<file path="src/rtl/riscv_pkg.sv">
// Shared RISC-V decode definitions: opcodes, control encodings and the
// control bundle carried from decode into execute.
package riscv_pkg;

  localparam int unsigned REG_AW  = 5;
  localparam int unsigned CTRL_W  = 10;

  localparam logic [6:0] OP_LOAD   = 7'b0000011;
  localparam logic [6:0] OP_STORE  = 7'b0100011;
  localparam logic [6:0] OP_RTYPE  = 7'b0110011;
  localparam logic [6:0] OP_IALU   = 7'b0010011;
  localparam logic [6:0] OP_BRANCH = 7'b1100011;
  localparam logic [6:0] OP_JAL    = 7'b1101111;

  typedef enum logic [1:0] {
    IMM_I = 2'b00,
    IMM_S = 2'b01,
    IMM_B = 2'b10,
    IMM_J = 2'b11
  } imm_src_t;

  typedef enum logic [1:0] {
    ALUOP_ADD   = 2'b00,
    ALUOP_SUB   = 2'b01,
    ALUOP_FUNCT = 2'b10
  } alu_op_t;

  typedef enum logic [2:0] {
    ALU_ADD = 3'b000,
    ALU_SUB = 3'b001,
    ALU_AND = 3'b010,
    ALU_OR  = 3'b011,
    ALU_SLT = 3'b101
  } alu_ctrl_t;

  typedef enum logic [1:0] {
    RES_ALU = 2'b00,
    RES_MEM = 2'b01,
    RES_PC4 = 2'b10
  } result_src_t;

  // Control bundle registered into ID/EX
  typedef struct packed {
    logic        reg_write;
    result_src_t result_src;
    logic        mem_write;
    logic        jump;
    logic        branch;
    alu_ctrl_t   alu_ctrl;
    logic        alu_src;
  } ctrl_t;

endpackage

</file>
<file path="src/rtl/register_file.sv">
// Architectural register file: two combinational read ports with
// write-through, one write port, x0 reads as zero, synchronous clear.
// Ports: clk, rst (sync, active high), we/wa/wd write port,
//        ra1/ra2 read indices, rdata1/rdata2 read data.
module register_file
  import riscv_pkg::*;
#(
  parameter int unsigned XLEN = 32,
  parameter int unsigned NREG = 32
) (
  input  logic              clk,
  input  logic              rst,
  input  logic              we,
  input  logic [REG_AW-1:0] wa,
  input  logic [XLEN-1:0]   wd,
  input  logic [REG_AW-1:0] ra1,
  input  logic [REG_AW-1:0] ra2,
  output logic [XLEN-1:0]   rdata1,
  output logic [XLEN-1:0]   rdata2
);

  logic [XLEN-1:0] regs [NREG];
  logic            wr_en;

  assign wr_en = we && (wa != '0);

  // Storage update; reset wins over a coincident write
  always_ff @(posedge clk) begin
    if (rst) begin
      for (int i = 0; i < int'(NREG); i++) regs[i] <= '0;
    end else if (wr_en) begin
      regs[wa] <= wd;
    end
  end

  // Write-through lets a decode see a same-cycle write-back
  assign rdata1 = (ra1 == '0) ? '0 : (wr_en && ra1 == wa) ? wd : regs[ra1];
  assign rdata2 = (ra2 == '0) ? '0 : (wr_en && ra2 == wa) ? wd : regs[ra2];

endmodule

</file>
<file path="src/rtl/decode_cycle.sv">
// Decode stage: main/ALU control decode, immediate extension, register
// file read, and the ID/EX pipeline register.
// Ports: clk, rst (sync, active high); InstrD/PCD/PCPlus4D from fetch;
//        RegWriteW/RdW/ResultW from write-back; FlushE bubbles ID/EX;
//        Rs1D/Rs2D combinational source indices for the hazard unit;
//        *E outputs are the registered ID/EX contents.
module decode_cycle
  import riscv_pkg::*;
#(
  parameter int unsigned XLEN = 32,
  parameter int unsigned NREG = 32
) (
  input  logic              clk,
  input  logic              rst,
  input  logic [XLEN-1:0]   InstrD,
  input  logic [XLEN-1:0]   PCD,
  input  logic [XLEN-1:0]   PCPlus4D,
  input  logic              RegWriteW,
  input  logic [REG_AW-1:0] RdW,
  input  logic [XLEN-1:0]   ResultW,
  input  logic              FlushE,
  output logic [REG_AW-1:0] Rs1D,
  output logic [REG_AW-1:0] Rs2D,
  output logic              RegWriteE,
  output logic              MemWriteE,
  output logic              JumpE,
  output logic              BranchE,
  output logic              ALUSrcE,
  output logic [1:0]        ResultSrcE,
  output logic [2:0]        ALUControlE,
  output logic [XLEN-1:0]   RD1E,
  output logic [XLEN-1:0]   RD2E,
  output logic [XLEN-1:0]   ImmExtE,
  output logic [XLEN-1:0]   PCE,
  output logic [XLEN-1:0]   PCPlus4E,
  output logic [REG_AW-1:0] Rs1E,
  output logic [REG_AW-1:0] Rs2E,
  output logic [REG_AW-1:0] RdE
);

  logic [6:0]        opcode;
  logic [2:0]        funct3;
  logic [REG_AW-1:0] rd;
  ctrl_t             ctrl;
  imm_src_t          imm_src;
  alu_op_t           alu_op;
  logic [XLEN-1:0]   imm_ext;
  logic [XLEN-1:0]   rd1;
  logic [XLEN-1:0]   rd2;
  logic              sign;

  assign opcode = InstrD[6:0];
  assign funct3 = InstrD[14:12];
  assign rd     = InstrD[11:7];
  assign Rs1D   = InstrD[19:15];
  assign Rs2D   = InstrD[24:20];
  assign sign   = InstrD[31];

  register_file #(.XLEN(XLEN), .NREG(NREG)) u_rf (
    .clk    (clk),
    .rst    (rst),
    .we     (RegWriteW),
    .wa     (RdW),
    .wd     (ResultW),
    .ra1    (Rs1D),
    .ra2    (Rs2D),
    .rdata1 (rd1),
    .rdata2 (rd2)
  );

  // Main decode then ALU decode; unknown opcodes decode to all-zero controls
  always_comb begin
    ctrl    = '0;
    imm_src = IMM_I;
    alu_op  = ALUOP_ADD;
    case (opcode)
      OP_LOAD: begin
        ctrl.reg_write  = 1'b1;
        ctrl.alu_src    = 1'b1;
        ctrl.result_src = RES_MEM;
      end
      OP_STORE: begin
        ctrl.mem_write = 1'b1;
        ctrl.alu_src   = 1'b1;
        imm_src        = IMM_S;
      end
      OP_RTYPE: begin
        ctrl.reg_write = 1'b1;
        alu_op         = ALUOP_FUNCT;
      end
      OP_IALU: begin
        ctrl.reg_write = 1'b1;
        ctrl.alu_src   = 1'b1;
        alu_op         = ALUOP_FUNCT;
      end
      OP_BRANCH: begin
        ctrl.branch = 1'b1;
        imm_src     = IMM_B;
        alu_op      = ALUOP_SUB;
      end
      OP_JAL: begin
        ctrl.reg_write  = 1'b1;
        ctrl.jump       = 1'b1;
        ctrl.result_src = RES_PC4;
        imm_src         = IMM_J;
      end
      default: ;
    endcase

    ctrl.alu_ctrl = ALU_ADD;
    case (alu_op)
      ALUOP_SUB: ctrl.alu_ctrl = ALU_SUB;
      ALUOP_FUNCT: begin
        case (funct3)
          3'b000:  ctrl.alu_ctrl = (opcode[5] && InstrD[30]) ? ALU_SUB : ALU_ADD;
          3'b010:  ctrl.alu_ctrl = ALU_SLT;
          3'b110:  ctrl.alu_ctrl = ALU_OR;
          3'b111:  ctrl.alu_ctrl = ALU_AND;
          default: ctrl.alu_ctrl = ALU_ADD;
        endcase
      end
      default: ctrl.alu_ctrl = ALU_ADD;
    endcase
  end

  // Immediate extension; B and J targets are halfword aligned
  always_comb begin
    imm_ext = {{(XLEN-12){sign}}, InstrD[31:20]};
    case (imm_src)
      IMM_S: imm_ext = {{(XLEN-12){sign}}, InstrD[31:25], InstrD[11:7]};
      IMM_B: imm_ext = {{(XLEN-12){sign}}, InstrD[7], InstrD[30:25],
                        InstrD[11:8], 1'b0};
      IMM_J: imm_ext = {{(XLEN-20){sign}}, InstrD[19:12], InstrD[20],
                        InstrD[30:21], 1'b0};
      default: ;
    endcase
  end

  // ID/EX register: reset and flush both insert an all-zero bubble
  always_ff @(posedge clk) begin
    if (rst || FlushE) begin
      RegWriteE   <= 1'b0;
      MemWriteE   <= 1'b0;
      JumpE       <= 1'b0;
      BranchE     <= 1'b0;
      ALUSrcE     <= 1'b0;
      ResultSrcE  <= '0;
      ALUControlE <= '0;
      RD1E        <= '0;
      RD2E        <= '0;
      ImmExtE     <= '0;
      PCE         <= '0;
      PCPlus4E    <= '0;
      Rs1E        <= '0;
      Rs2E        <= '0;
      RdE         <= '0;
    end else begin
      RegWriteE   <= ctrl.reg_write;
      MemWriteE   <= ctrl.mem_write;
      JumpE       <= ctrl.jump;
      BranchE     <= ctrl.branch;
      ALUSrcE     <= ctrl.alu_src;
      ResultSrcE  <= ctrl.result_src;
      ALUControlE <= ctrl.alu_ctrl;
      RD1E        <= rd1;
      RD2E        <= rd2;
      ImmExtE     <= imm_ext;
      PCE         <= PCD;
      PCPlus4E    <= PCPlus4D;
      Rs1E        <= Rs1D;
      Rs2E        <= Rs2D;
      RdE         <= rd;
    end
  end

endmodule

</file>
<file path="config.mk">
export PLATFORM = sky130hd
export DESIGN_NAME = decode_cycle
export DESIGN_NICKNAME = d
export VERILOG_FILES = /design/src/rtl/riscv_pkg.sv /design/src/rtl/register_file.sv /design/src/rtl/decode_cycle.sv
export SDC_FILE = /design/constraint.sdc
export NUM_CORES = 2
export LEC_CHECK = 0
export CORE_ASPECT_RATIO = 0.8
export CORE_UTILIZATION = 55
export DETAILED_ROUTE_END_ITERATION = 10
export PLACE_DENSITY = 0.77
export SYNTH_ARGS = -nofsm -noshare
export SYNTH_HDL_FRONTEND = slang
export SYNTH_SLANG_ARGS = --single-unit
export TNS_END_PERCENT = 1
</file>
<file path="constraint.sdc">
create_clock -name clk -period 2.58 [get_ports clk]
set_input_delay 0.516 -clock clk [delete_from_list [all_inputs] [get_ports clk]]
set_output_delay 0.516 -clock clk [all_outputs]
set_load 0.02 [all_outputs]
</file>
==> impl_metrics.prom <==
# TYPE chip_impl_metric gauge
chip_impl_metric{name="path_buf_inv",unit=""} 1
chip_impl_metric{name="final-instance-count-excl-fill",unit=""} 6445
chip_impl_metric{name="synth-seq-cells",unit=""} 1197
chip_impl_info{name="critical_path_source_type",value="register"} 1
chip_impl_metric{name="holdBufCountCts",unit=""} 0
chip_impl_metric{name="clk_path_buf_depth",unit=""} 3
chip_impl_metric{name="grt_max_degree",unit=""} 85
chip_impl_info{name="status",value="completed"} 1
chip_impl_metric{name="grt_pass1_wl",unit="µm"} 305000
chip_impl_info{name="synth_top_flop_cell",value="sky130_fd_sc_hd__edfxtp_1"} 1
chip_impl_metric{name="antenna_found_initial",unit=""} 17
chip_impl_metric{name="placed_cells",unit=""} 6211
chip_impl_info{name="type_of_destination_of_the_critical_path",value="output port"} 1
chip_impl_metric{name="finish.instance_area",unit="µm²"} 73500
chip_impl_metric{name="design_power_total",unit="mW"} 46.4
chip_impl_metric{name="clock.fmax",unit="GHz"} 0.393
chip_impl_metric{name="initial_core_util",unit="%"} 55.4
chip_impl_metric{name="async_reset_ff_share",unit="%"} 0
chip_impl_metric{name="fin_crit_sh",unit="%"} 98.6
chip_impl_metric{name="die_width",unit="µm"} 371
chip_impl_metric{name="ys.warnings.count",unit=""} 0
chip_impl_metric{name="syn_area",unit="µm²"} 60000
chip_impl_metric{name="design.die.area",unit="µm²"} 110000
chip_impl_metric{name="syn_avg_cell_area",unit="µm²"} 13.8
chip_impl_metric{name="slew_viol_final",unit=""} 0
chip_impl_metric{name="tritoncts_num_sinks",unit=""} 1197
chip_impl_metric{name="tightestPinTransition",unit="ns"} 0.977
chip_impl_metric{name="clkTransAtPathRegs",unit="ns"} 0.07
chip_impl_metric{name="io_buffer_count",unit=""} 331
chip_impl_metric{name="power_frac_seq",unit="%"} 48.7
chip_impl_metric{name="route.detailed.drc",unit=""} 0
chip_impl_metric{name="route.final.wire_length",unit="µm"} 217000
chip_impl_info{name="grt_setup_unrepaired",value="false"} 1
chip_impl_metric{name="share_comb_of_total_power",unit="%"} 13.5
chip_impl_info{name="path_class",value="reg2out"} 1
chip_impl_metric{name="switching_share",unit="%"} 25.3
chip_impl_metric{name="initialDrtViolationCount",unit=""} 8015
chip_impl_info{name="cpMaxStageDelayCell",value="sky130_fd_sc_hd__clkdlybuf4s50_1"} 1
chip_impl_metric{name="required_time_of_the_critical_path",unit="ns"} 2.06
chip_impl_metric{name="skew",unit="ns"} 0.0308
chip_impl_metric{name="power.switching",unit="mW"} 11.7
chip_impl_metric{name="yosys.cell_types.count",unit=""} 53
chip_impl_metric{name="htreeDepth",unit=""} 3
chip_impl_info{name="clock_tree.root_cell",value="sky130_fd_sc_hd__clkbuf_16"} 1
chip_impl_metric{name="grt_overflow",unit=""} 0
chip_impl_metric{name="clk_latency",unit="ns"} 0.73
chip_impl_metric{name="max_ir_drop_vdd",unit="mV"} 0.551
chip_impl_info{name="path_delay_family",value="buffers and inverters"} 1
chip_impl_metric{name="setup_tns",unit="ns"} 0
chip_impl_metric{name="cts_inserted_buffers",unit=""} 117
chip_impl_metric{name="number_of_iterations_in_the_first_detailed_routing_pass",unit=""} 8
chip_impl_metric{name="routedWlPerCell",unit="µm"} 33.7
chip_impl_metric{name="postPlaceCellArea",unit="µm²"} 69600
chip_impl_info{name="worst_hold_path_type",value="in2reg"} 1
chip_impl_metric{name="vias_in_the_first_global_route",unit=""} 42600
chip_impl_metric{name="leakage_power_summed_over_all_cells",unit="nW"} 27.1
chip_impl_metric{name="final.setup.worst_slack",unit="ns"} 0.0363
chip_impl_metric{name="preCtsSetupSlack",unit="ns"} -0.572
chip_impl_metric{name="routed_via_density",unit=""} 6.84
chip_impl_info{name="path_cells",value="clkdlybuf4s50_1"} 1
chip_impl_metric{name="vias",unit=""} 44100
chip_impl_metric{name="hpwl",unit="µm"} 144000
chip_impl_metric{name="final_hold_viols",unit=""} 0
chip_impl_metric{name="post_synth_inst_count",unit=""} 4351
chip_impl_metric{name="number_of_synthesized_flops_with_an_enable_pin",unit=""} 1024
chip_impl_metric{name="path_max_fanout",unit=""} 1
chip_impl_metric{name="setup_viol_count_final",unit=""} 0
chip_impl_metric{name="seq_area_frac_synth",unit="%"} 57.0
chip_impl_metric{name="area_delta_synth_final",unit="%"} 22.5
chip_impl_metric{name="worst-endpoint-arrival",unit="ns"} 2.03
chip_impl_metric{name="fin_crit",unit="ns"} 2.54
chip_impl_metric{name="worst_slew_margin_rel",unit="%"} 34.7
chip_impl_info{name="cts_tree",value="built"} 1
chip_impl_metric{name="cell_internal_power",unit="mW"} 34.7
chip_impl_metric{name="drv.max_cap_violation_count",unit=""} 0
chip_impl_metric{name="floorplan.io_pins",unit=""} 332
chip_impl_metric{name="power_frac_clock",unit="%"} 37.8
chip_impl_metric{name="track_usage",unit="%"} 39.0
chip_impl_metric{name="critical_path.max_stage_delay",unit="ns"} 0.74
chip_impl_metric{name="place_congestion",unit=""} 0.977
chip_impl_metric{name="fraction_of_final_layout_cells_sized_beyond_drive_strength_1",unit="%"} 24.3
chip_impl_metric{name="power_density",unit="nW/µm²"} 631
chip_impl_metric{name="final_net_count",unit=""} 5039
chip_impl_metric{name="std_cell_rows",unit=""} 108
chip_impl_metric{name="core",unit="µm²"} 108000
chip_impl_metric{name="route.antenna.remaining_nets",unit=""} 0
chip_impl_metric{name="post_cts_setup_buffers",unit=""} 0
chip_impl_metric{name="die_h",unit="µm"} 297
## per-stage QoR
| step | hold slack (ns) | util (%) |
|---|---|---|
| final | 0.123 | 67.8 |
| after floorplan | 0.593 | - |
| after CTS | 0.0824 | 67.8 |
| after global placement | 0.839 | 64.2 |
| after detailed placement | 0.835 | 64.2 |
| after global routing | 0.114 | 67.8 |
## synth_stat cells, types with 6 or more instances
library cell | instances | area share [%]
sky130_fd_sc_hd__and2_1 | 1080 | 11
sky130_fd_sc_hd__edfxtp_1 | 1024 | 51
sky130_fd_sc_hd__mux2i_1 | 358 | 6.0
sky130_fd_sc_hd__clkbuf_1 | 313 | 2.0
sky130_fd_sc_hd__mux4_2 | 301 | 11
sky130_fd_sc_hd__dfxtp_1 | 173 | 5.8
sky130_fd_sc_hd__a221oi_1 | 101 | 1.5
sky130_fd_sc_hd__o21ai_0 | 101 | 0.84
sky130_fd_sc_hd__mux2_2 | 99 | 1.9
sky130_fd_sc_hd__buf_2 | 84 | 0.70
sky130_fd_sc_hd__a21oi_1 | 75 | 0.63
sky130_fd_sc_hd__nand2_1 | 72 | 0.45
sky130_fd_sc_hd__o22ai_1 | 63 | 0.66
sky130_fd_sc_hd__nor2_1 | 62 | 0.39
sky130_fd_sc_hd__nor3_1 | 51 | 0.43
sky130_fd_sc_hd__buf_4 | 46 | 0.58
sky130_fd_sc_hd__a211oi_1 | 39 | 0.49
sky130_fd_sc_hd__a221o_1 | 37 | 0.62
sky130_fd_sc_hd__a22oi_1 | 33 | 0.41
sky130_fd_sc_hd__or2_2 | 33 | 0.34
sky130_fd_sc_hd__a32o_1 | 32 | 0.53
sky130_fd_sc_hd__o221ai_1 | 32 | 0.47
sky130_fd_sc_hd__nand2b_1 | 24 | 0.25
sky130_fd_sc_hd__buf_1 | 18 | 0.11
sky130_fd_sc_hd__nor3b_1 | 16 | 0.20
sky130_fd_sc_hd__a211o_1 | 10 | 0.15
sky130_fd_sc_hd__xnor2_1 | 10 | 0.15
sky130_fd_sc_hd__a21o_1 | 8 | 0.10
sky130_fd_sc_hd__nand3_1 | 6 | 0.050
sky130_fd_sc_hd__nand3b_1 | 6 | 0.075
## layer usage
layer	track usage [%]	share of wire, %	up-vias
li1	-	-	17500
met1	53.2	35	21800
met2	56.2	43	4006
met3	13.5	17	773
met4	17.6	5.5	6
met5	0.656	0.10	-
## placed cells by master (no fill, tap or decap), types with 9 or more instances in the layout
master                            synthesis  layout
sky130_fd_sc_hd__a221o_1                 37      37
sky130_fd_sc_hd__a21oi_1                 75      75
sky130_fd_sc_hd__nand2b_1                24      24
sky130_fd_sc_hd__clkdlybuf4s50_1          0     322
sky130_fd_sc_hd__clkinv_2                 0      29
sky130_fd_sc_hd__edfxtp_1              1024    1024
sky130_fd_sc_hd__or2_2                   33      33
sky130_fd_sc_hd__mux4_2                 301     301
sky130_fd_sc_hd__nor2_1                  62      29
sky130_fd_sc_hd__nor3b_1                 16      16
sky130_fd_sc_hd__o22ai_1                 63      63
sky130_fd_sc_hd__clkbuf_8                 0      15
sky130_fd_sc_hd__a22oi_1                 33      33
sky130_fd_sc_hd__o21ai_0                101     101
sky130_fd_sc_hd__dfxtp_1                173     172
sky130_fd_sc_hd__conb_1                   1      32
sky130_fd_sc_hd__mux2i_1                358     358
sky130_fd_sc_hd__mux2_2                  99      99
sky130_fd_sc_hd__and2_1                1080    1079
sky130_fd_sc_hd__a32o_1                  32      32
sky130_fd_sc_hd__a211oi_1                39      38
sky130_fd_sc_hd__clkbuf_16                0     121
sky130_fd_sc_hd__o221ai_1                32      32
sky130_fd_sc_hd__xnor2_1                 10      10
sky130_fd_sc_hd__nand2_1                 72      72
sky130_fd_sc_hd__clkbuf_1               313      19
sky130_fd_sc_hd__a221oi_1               101     101
sky130_fd_sc_hd__nor3_1                  51      50
sky130_fd_sc_hd__clkinv_1                 1      18
sky130_fd_sc_hd__nor2_4                   0      33
sky130_fd_sc_hd__buf_12                   0     166
sky130_fd_sc_hd__bufinv_16                0       9
sky130_fd_sc_hd__a211o_1                 10      10
sky130_fd_sc_hd__diode_2                  0      11
sky130_fd_sc_hd__buf_4                   46     373
## power groups by stage
stage / combinational (mW) / sequential (mW) / clock (mW)
5_1_grt: 6.39 / 22.7 / 18.2
6_report: 6.25 / 22.6 / 17.5
2_1_floorplan: 3.05 / 22.9 / 0
3_5_place_dp: 6.02 / 23.0 / 0
4_1_cts: 6.06 / 22.6 / 17.5
3_3_place_gp: 5.94 / 22.9 / 0
## cell families (layout without fill, tap and decap cells)
kind of cell,Yosys count,in the layout,share of synthesized area (%)
compound gates,542,542,6.55
fa+ha+maj,2,2,0.0417
other cells,1,43,0.00625
mux,758,758,19.1
buf+inv,472,1094,3.48
flops,1197,1197,57.0
xor+xnor,10,10,0.146
simple gates,1369,1369,13.7
## repair_timing
item                                    CTS  global route
cloned                                    0             0
endpoints found under the setup margin   12             1
pin swaps                                 0             0
gates resized for setup                   1             1
## registers in the layout, summed over array words and instances (netlist names)
| signal | cells |
|---|---|
| MemWriteE | 1 |
| ImmExtE | 21 |
| PCE | 32 |
| RD1E | 32 |
| Rs1E | 5 |
| ALUSrcE | 1 |
| ResultSrcE | 2 |
| PCPlus4E | 32 |
| RegWriteE | 1 |
| Rs2E | 5 |
| ALUControlE | 3 |
| RdE | 5 |
| RD2E | 32 |
| u_rf.regs | 1024 |
| BranchE | 1 |
## worst paths after layout
| path | cells past startpoint | slack (ns) | startpoint | end |
|---|---|---|---|---|
| setup / recovery | 1 | 0.04 | RD2E[13] | RD2E[13] |
| hold / removal | 1 | 0.12 | rst | u_rf.regs[0][24] |
| setup reg to reg | 5 | 0.50 | u_rf.regs[3][14] | RD2E[14] |
| hold reg to reg | 4 | 0.89 | u_rf.regs[18][24] | RD2E[24] |
## cell type report
cell class	instances	area, µm²
flip-flops and latches	1197	34200
well taps	1430	1790
clock buffers	155	3300
multi-input cells	2713	24200
diodes	11	27.5
inverters	6	25.0
clock inverters	68	598
repair buffers	865	9410
fillers	7307	34900
(Power assumes the default switching activity.)
